### src/rtl/alu_pkg.sv
// alu_pkg: opcodes and multiply/divide FSM encoding shared by the execute-stage ALU.
package alu_pkg;
    localparam logic [3:0] OP_AND   = 4'b0000;
    localparam logic [3:0] OP_OR    = 4'b0001;
    localparam logic [3:0] OP_ADD   = 4'b0010;
    localparam logic [3:0] OP_SLTU  = 4'b0101;
    localparam logic [3:0] OP_SUB   = 4'b0110;
    localparam logic [3:0] OP_SLT   = 4'b0111;
    localparam logic [3:0] OP_MULTU = 4'b1000;
    localparam logic [3:0] OP_DIVU  = 4'b1001;
    localparam logic [3:0] OP_MFHI  = 4'b1010;
    localparam logic [3:0] OP_MFLO  = 4'b1011;

    typedef enum logic [1:0] {ST_IDLE, ST_MUL, ST_DIV} state_t;
endpackage

### src/rtl/alu_muldiv_iter.sv
// muldiv_iter: one-bit-per-cycle unsigned shift-add multiplier / restoring divider
// owning the HI/LO registers, which change only when an operation completes.
module muldiv_iter
    import alu_pkg::*;
#(
    parameter int WIDTH = 32
) (
    input  logic             clk,
    input  logic             rst_n,
    input  logic             start,
    input  logic             is_div,
    input  logic [WIDTH-1:0] a,
    input  logic [WIDTH-1:0] b,
    input  logic             flush,
    output logic             idle,
    output logic             done,
    output logic [WIDTH-1:0] lo_next,
    output logic [WIDTH-1:0] hi,
    output logic [WIDTH-1:0] lo,
    output logic             div_zero
);
    localparam int CNT_W = $clog2(WIDTH) + 1;

    state_t             state;
    logic [CNT_W-1:0]   cnt;
    logic [2*WIDTH-1:0] prod, prod_n;
    logic [WIDTH-1:0]   opnd;
    logic [WIDTH:0]     sum, shl, diff;

    // prod holds {acc, multiplier} for MUL and {remainder, quotient} for DIV
    always_comb begin
        sum    = {1'b0, prod[2*WIDTH-1:WIDTH]} + {1'b0, opnd};
        shl    = {prod[2*WIDTH-1:WIDTH], prod[WIDTH-1]};
        diff   = shl - {1'b0, opnd};
        prod_n = (state == ST_MUL)
               ? (prod[0] ? {sum, prod[WIDTH-1:1]} : {1'b0, prod[2*WIDTH-1:1]})
               : (diff[WIDTH] ? {shl[WIDTH-1:0], prod[WIDTH-2:0], 1'b0}
                              : {diff[WIDTH-1:0], prod[WIDTH-2:0], 1'b1});
    end

    assign idle    = (state == ST_IDLE);
    assign done    = !idle && cnt == CNT_W'(1) && !flush;
    assign lo_next = prod_n[WIDTH-1:0];

    always_ff @(posedge clk or negedge rst_n) begin
        if (!rst_n) begin
            state    <= ST_IDLE;
            cnt      <= '0;
            prod     <= '0;
            opnd     <= '0;
            hi       <= '0;
            lo       <= '0;
            div_zero <= 1'b0;
        end else if (idle) begin
            if (start) begin
                state <= is_div ? ST_DIV : ST_MUL;
                cnt   <= CNT_W'(WIDTH);
                prod  <= {{WIDTH{1'b0}}, is_div ? a : b};
                opnd  <= is_div ? b : a;
            end
        end else if (flush) begin
            state <= ST_IDLE;
            cnt   <= '0;
        end else begin
            prod <= prod_n;
            cnt  <= cnt - CNT_W'(1);
            if (cnt == CNT_W'(1)) begin
                state <= ST_IDLE;
                hi    <= prod_n[2*WIDTH-1:WIDTH];
                lo    <= prod_n[WIDTH-1:0];
                if (state == ST_DIV) div_zero <= (opnd == '0);
            end
        end
    end
endmodule

### src/rtl/alu_muldiv.sv
// alu_muldiv: execute-stage ALU with registered single-cycle results and an
// iterative multiply/divide engine that stalls issue through in_ready.
module alu_muldiv
    import alu_pkg::*;
#(
    parameter int WIDTH = 32
) (
    input  logic             clk,
    input  logic             rst_n,
    input  logic             in_valid,
    output logic             in_ready,
    input  logic [WIDTH-1:0] dataA,
    input  logic [WIDTH-1:0] dataB,
    input  logic [3:0]       Signal,
    input  logic             flush,
    output logic             out_valid,
    output logic [WIDTH-1:0] dataOut,
    output logic             zero,
    output logic             overflow,
    output logic             div_zero,
    output logic             busy
);
    localparam int M = WIDTH - 1;

    logic             idle, done, take, is_md, borrow, ov_add, ov_sub, ov_res;
    logic [WIDTH-1:0] hi, lo, lo_next, sum, diff, res;

    assign in_ready = idle;
    assign busy     = !idle;
    // a flush squashes a request arriving in the same cycle
    assign take     = in_valid && in_ready && !flush;
    assign is_md    = (Signal == OP_MULTU) || (Signal == OP_DIVU);

    assign sum           = dataA + dataB;
    assign {borrow, diff} = {1'b0, dataA} - {1'b0, dataB};
    assign ov_add        = (dataA[M] == dataB[M]) && (sum[M] != dataA[M]);
    assign ov_sub        = (dataA[M] != dataB[M]) && (diff[M] != dataA[M]);

    always_comb begin
        res = (Signal == OP_AND)  ? dataA & dataB
            : (Signal == OP_OR)   ? dataA | dataB
            : (Signal == OP_ADD)  ? sum
            : (Signal == OP_SUB)  ? diff
            : (Signal == OP_SLT)  ? {{M{1'b0}}, diff[M] ^ ov_sub}
            : (Signal == OP_SLTU) ? {{M{1'b0}}, borrow}
            : (Signal == OP_MFHI) ? hi
            : (Signal == OP_MFLO) ? lo
            : '0;
        ov_res = (Signal == OP_ADD) ? ov_add : (Signal == OP_SUB) ? ov_sub : 1'b0;
    end

    muldiv_iter #(.WIDTH(WIDTH)) u_iter (
        .clk      (clk),
        .rst_n    (rst_n),
        .start    (take && is_md),
        .is_div   (Signal == OP_DIVU),
        .a        (dataA),
        .b        (dataB),
        .flush    (flush),
        .idle     (idle),
        .done     (done),
        .lo_next  (lo_next),
        .hi       (hi),
        .lo       (lo),
        .div_zero (div_zero)
    );

    always_ff @(posedge clk or negedge rst_n) begin
        if (!rst_n) begin
            out_valid <= 1'b0;
            dataOut   <= '0;
            zero      <= 1'b1;
            overflow  <= 1'b0;
        end else begin
            out_valid <= done || (take && !is_md);
            if (done) begin
                dataOut  <= lo_next;
                zero     <= (lo_next == '0);
                overflow <= 1'b0;
            end else if (take && !is_md) begin
                dataOut  <= res;
                zero     <= (res == '0);
                overflow <= ov_res;
            end
        end
    end
endmodule

### config.mk
export PLATFORM = sky130hd
export DESIGN_NAME = alu_muldiv
export DESIGN_NICKNAME = d
export VERILOG_FILES = /design/src/rtl/alu_pkg.sv /design/src/rtl/alu_muldiv_iter.sv /design/src/rtl/alu_muldiv.sv
export SDC_FILE = /design/constraint.sdc
export NUM_CORES = 1
export LEC_CHECK = 0
export CAP_MARGIN = 10
export CORE_MARGIN = 5
export CORE_UTILIZATION = 55
export DETAILED_ROUTE_END_ITERATION = 12
export GPL_TIMING_DRIVEN = 0
export HOLD_SLACK_MARGIN = 0.1
export PLACE_DENSITY = 0.72
export SLEW_MARGIN = 5
export SYNTH_ARGS = -nofsm -noshare
export SYNTH_HDL_FRONTEND = slang
export SYNTH_SLANG_ARGS = --single-unit
### constraint.sdc
create_clock -name clk -period 6 [get_ports clk]
set_input_delay 0.9 -clock clk [delete_from_list [all_inputs] [get_ports clk]]
set_output_delay 0.9 -clock clk [all_outputs]
set_load 0.03 [all_outputs]
# Yosys cells after proc, flatten, opt, wreduce, memory -nomap -nowiden
# Index checks and enable logic that the tools add are counted.
# totals
ff_bits	204
input_bits	72
word_cells	96
# classes
bitwise	5
n_eq_ne	18
addsub	5
muxes	32
n_reduce_logical	25
# ops
op	n
32-bit 2-to-1 mux	12
64-bit 2-to-1 mux	6
32-bit logical NOT	3
32-bit by 32-bit adder with 33-bit output	1
32-bit by 32-bit subtractor with 33-bit output	1
33-bit by 32-bit subtractor with 33-bit output	1
32-bit adder	1
32-bit bitwise AND	1
32-bit OR	1
6-bit 2-to-1 mux	3
4-bit equality test, second input constant	4
4-bit by 3-bit equality test with 1-bit output, second input constant	3
2-bit 2-to-1 mux	5
1-bit logical AND	8
6-bit by 1-bit equality test with 1-bit output, second input constant	1
1-bit 2-to-1 mux	6
2-bit AND reduction	3
6-bit by 1-bit subtractor with 6-bit output, second input constant	1
4-bit by 1-bit equality test with 1-bit output, second input constant	1
4-bit by 2-bit equality test with 1-bit output, second input constant	1
4-bit logical NOT	1
4-bit AND reduction	1
1-bit logical NOT	3
1-bit inequality test	3
12 further kinds	14

# Logic depth before layout (Yosys ltp)
# logic_depth
ltp_word	12
ltp_mapped	25

# By module
# From an unflattened synthesis, not the netlist that was laid out.
# hier_totals
hier_cells	2687
hier_area_um2	20158.1
# by_module_without_submodules
module	area_each_um2	n_inst	cells_each
muldiv_iter	12406.9	1	1548
alu_muldiv	7751.2	1	1139

# Worst setup path before layout
# Ideal clock, no wire load.
# synth_path
path_kind	input port to flip-flop
start	input dataA[10]
end	register zero
n_path_buf	1
path_stages	24
arrival_ps	4576
setup_time_ps	91
setup_slack_ps	1333
required_time_ps	5909
path_cell_list	inv_1 ha_1 buf_2 nor4_1 and3_1 o21ai_0 a32oi_1 a211oi_1 o21bai_1 a21oi_1 nor2_1 nor2_1 nor2_1 nor2_1 fa_1 nor2_1 a221oi_1 nor2_1 nor2_1 a221oi_1 nand2_1 nor4_1 nand4b_1 o31ai_1
# synth_between
elab_chain_cells	12
elab_cells_between_ends	16
# synth_lines
item	line	source
start: declaration	alu_muldiv.sv:12	input logic [WIDTH-1:0] dataA,
32-bit by 32-bit subtractor with 33-bit output	alu_muldiv.sv:35	assign {borrow, diff} = {1'b0, dataA} - {1'b0, dataB};
1-bit inequality test	alu_muldiv.sv:37	assign ov_sub = (dataA[M] != dataB[M]) && (diff[M] != dataA[M]);
1-bit logical AND	alu_muldiv.sv:37	
1-bit bitwise XOR	alu_muldiv.sv:44	: (Signal == OP_SLT) ? {{M{1'b0}}, diff[M] ^ ov_sub}
32-bit 2-to-1 mux	alu_muldiv.sv:44	
32-bit 2-to-1 mux	alu_muldiv.sv:43	: (Signal == OP_SUB) ? diff
32-bit 2-to-1 mux	alu_muldiv.sv:42	: (Signal == OP_ADD) ? sum
32-bit 2-to-1 mux	alu_muldiv.sv:41	: (Signal == OP_OR) ? dataA | dataB
32-bit 2-to-1 mux *	alu_muldiv.sv:40	res = (Signal == OP_AND) ? dataA & dataB
32-bit logical NOT *	alu_muldiv.sv:82	zero <= (res == '0);
1-bit 2-to-1 mux *	alu_muldiv.sv:80	end else if (take && !is_md) begin
1-bit 2-to-1 mux *	alu_muldiv.sv:76	if (done) begin
end signal: assignment	alu_muldiv.sv:78	zero <= (lo_next == '0);
end signal: assignment	alu_muldiv.sv:82	
end: declaration	alu_muldiv.sv:18	output logic zero,
# Mark *: on every way between the ends. The rest lies on a longest branch, timed or not. The select of a mux whose other input is x is not followed.
# A chain may end at the register's enable or synchronous reset.

# Worst setup path in the final report
# layout_path
start	input dataB[12]
end	register zero
# layout_between
elab_chain_cells	12
elab_cells_between_ends	16
# layout_lines
item	line	source
start: declaration	alu_muldiv.sv:13	input logic [WIDTH-1:0] dataB,
32-bit by 32-bit subtractor with 33-bit output	alu_muldiv.sv:35	
1-bit inequality test	alu_muldiv.sv:37	
1-bit logical AND	alu_muldiv.sv:37	
1-bit bitwise XOR	alu_muldiv.sv:44	
32-bit 2-to-1 mux	alu_muldiv.sv:44	
32-bit 2-to-1 mux	alu_muldiv.sv:43	
32-bit 2-to-1 mux	alu_muldiv.sv:42	
32-bit 2-to-1 mux	alu_muldiv.sv:41	
32-bit 2-to-1 mux *	alu_muldiv.sv:40	
32-bit logical NOT *	alu_muldiv.sv:82	
1-bit 2-to-1 mux *	alu_muldiv.sv:80	
1-bit 2-to-1 mux *	alu_muldiv.sv:76	
# Marks and branches as above.

==> flow_metrics.tcl <==
set metrics [dict create \
    run_status "finished, final reports clean" \
    crit_path_max_incr_delay_ns 0.64 \
    postRouteAntennaNets 0 \
    setup-tns-final_ns 0 \
    cts_tree "built" \
    netlist-cell-type-count 80 \
    worst-endpoint-arrival_ns 6.31 \
    initial_antenna_violation_count 2 \
    ys_ff_latch 204 \
    dominantRegCellSynth "sky130_fd_sc_hd__dfrtp_1" \
    pin_count_of_the_biggest_net_entering_global_routing 122 \
    drc_errors 0 \
    fmax_mhz 170 \
    clk_root_buffer_cell "sky130_fd_sc_hd__clkbuf_16" \
    n_fill_cell 3059 \
    cts_htree_levels 1 \
    chipWidth_um 194 \
    utilization_pct 63.1 \
    port_buffers 109 \
    detail_route.wirelength_mm 77.4 \
    worstMarginPinSlew_ns 1.24 \
    postSynth.asyncResetShare_pct 100 \
    maxSlewViolCount 0 \
    syn_area_um2 18700 \
    relSlewSlack_pct 17.4 \
    leakage_nw 9.58 \
    die-height_um 194 \
    yosys-top-cells-count "sky130_fd_sc_hd__nand2_1, sky130_fd_sc_hd__o21ai_0, sky130_fd_sc_hd__a21oi_1" \
    synth-warning-count 0 \
    power.density_cell_area_nw_per_um2 237 \
    io_pins 110 \
    wire_length_of_the_first_global_routing_pass_mm 116 \
    maximum_net_fanout_on_the_critical_path 10 \
    synth_sequential_area_ratio_pct 27.4 \
    power_mw 5.01 \
    place_congestion 1.01 \
    report.final.setup_viol 0 \
    timing.max_cap.violations 0 \
    layout.nets 2823 \
    min-delay-path-class "in2async" \
    synth_area_leader_cell "sky130_fd_sc_hd__dfrtp_1" \
    cts_buffer_depth 3 \
    power.ir.vdd_worst_mv 0.176 \
    routed_via_density 6.77 \
    dpl.hpwl_mm 60.9 \
    drt-wirelength-per-cell_um 25.4 \
    type_of_the_worst_setup_path "in2reg" \
    clock_pin_slew_of_the_registers_on_the_worst_case_setup_and_hold_paths_ns 0.07 \
    most_numerous_cell_on_the_critical_path "sky130_fd_sc_hd__nor2_1" \
    num_vias 20600 \
    critical_path_required_ns 6.43 \
    finalHoldWorstSlack_ns 0.358 \
    area_delta_synth_final_pct 13.3 \
    syn_avg_cell_area_um2 7.62 \
    synth-edff-count 0 \
    post-route-min-period_ns 5.88 \
    start_kind "input port" \
    post_synth_main_area_contributors "sky130_fd_sc_hd__dfrtp_1, sky130_fd_sc_hd__ha_1, sky130_fd_sc_hd__o21ai_0" \
    std_cell_rows 67 \
    globalRoute.totalOverflow 0 \
    yosys.cell_count.top_type "sky130_fd_sc_hd__nand2_1" \
    detailedRoute.firstPassIterationCount 7 \
    timing.critical_path.slowest_stage_cell "sky130_fd_sc_hd__a211oi_1" \
    clock_latency_ns 0.51 \
    postCtsHoldBufs 0 \
    ff_latch_area_um2 5110 \
    clock-sinks 204 \
    die_area_um2 37700 \
    period_share_pct 98.0 \
    start_util_pct 55.7 \
    core_area_um2 33500 \
    multi_input_comb_area_um2 12500 \
    synth_nets 2689 \
    report.final.hold_viol_count 0 \
    synth_top_cell_area_share_pct 27.2 \
    cp_capture_type "flop" \
    gate_count_of_the_mapped_netlist 2449 \
    drt_first_iter_violations 2760 \
    cts_buffers 21 \
    combined_global_route_utilization_of_all_metal_layers_pct 39.0 \
    first_global_vias 19400 \
    layout-drive-gt1-share_pct 4.00 \
    clock-skew-final_ns 0.0191 \
]
-- routing by layer --
| metal | wire length (um) | GRT usage, % |
|---|---|---|
| met1 | 29900 | 51.2 |
| met4 | 5200 | 20.4 |
| met5 | 0 | 0 |
| met2 | 33900 | 61.0 |
| met3 | 8430 | 8.03 |
-- registers in the layout, summed over array words and instances (netlist names) --
| signal | flops |
|---|---|
| u_iter.prod | 64 |
| u_iter.state | 2 |
| overflow | 1 |
| u_iter.lo | 32 |
| u_iter.hi | 32 |
| u_iter.opnd | 32 |
| u_iter.cnt | 6 |
| u_iter.div_zero | 1 |
| out_valid | 1 |
| dataOut | 32 |
| zero | 1 |
-- worst paths after layout --
kind | startpoint | to | slack (ns) | cells past startpoint
setup / recovery | dataB[12] | zero | 0.12 | 26
hold / removal | rst_n | u_iter.opnd[27] | 0.36 | 1
setup reg to reg | u_iter.prod[31] | u_iter.hi[5] | 0.86 | 15
hold reg to reg | u_iter.lo[9] | u_iter.lo[9] | 0.48 | 1
max in group asynchronous | rst_n | u_iter.lo[15] | 4.57 | 2
min in group clk | u_iter.lo[9] | u_iter.lo[9] | 0.48 | 1
-- through the flow --
step	instances	cell area, um^2	worst slack [ns]
6_report	3046	21100	0.119
5_1_grt	3045	21100	-0.00365
4_1_cts	3045	21100	0.0303
3_5_place_dp	3008	20400	-0.802
3_3_place_gp	3006	20300	-4.39
2_1_floorplan	2449	18700	1.33
-- cells in the final DEF, fill, tap and decap left out, drive strengths merged, types with 33 or more instances in the layout --
cell type	count
dfrtp	203
nor2	204
o21ai	316
a21oi	214
nand2	302
mux2i	45
inv	152
buf	37
xnor2	49
clkbuf	132
a21o	52
o211ai	34
ha	163
clkdlybuf4s50	107
a211oi	33
nand3	52
-- power by group --
part | total, mW | leakage, nW | internal [mW] | switching (mW)
logic | 1.88 | 6.52 | 0.684 | 1.20
registers | 1.70 | 2.71 | 1.53 | 0.171
clock network | 1.42 | 0.346 | 0.833 | 0.589
-- what timing repair did --
item | CTS | global route
hold endpoints to repair | 0 | 0
gates resized for setup | 5 | 8
pin swaps | 0 | 1
setup endpoints to repair | 1 | 3
buffers inserted | 0 | 0
-- cell families (layout without fill, tap and decap cells) --
kind of cell    Yosys count  after routing  synth area share (%)
mux                      59             59                  3.26
xor+xnor                 73             73                  3.47
simple gates            753            753                  18.2
buf+inv                 296            444                  6.19
flops                   204            204                  27.4
other cells               0              1                     0
compound gates          896            896                  30.1
fa+ha+maj               168            168                  11.5
-- layout make-up --
type | instances | area share [%]
Clock buffer | 25 | 2.60
Timing Repair Buffer | 111 | 5.35
Clock inverter | 12 | 0.828
Inverter | 155 | 2.75
Sequential cell | 204 | 24.1
Tap cell | 448 | 2.65
Antenna cell | 1 | 0.0118
Buffer | 141 | 2.71
Multi-Input combinational cell | 1949 | 59.0
-- worst max-delay path: cells and delay by family --
family	cells	cell delay (ns)
buf+inv	4	1.08
fa+ha+maj	2	0.60
simple gates	10	1.07
compound gates	10	2.62
(Power assumes the default switching activity.)
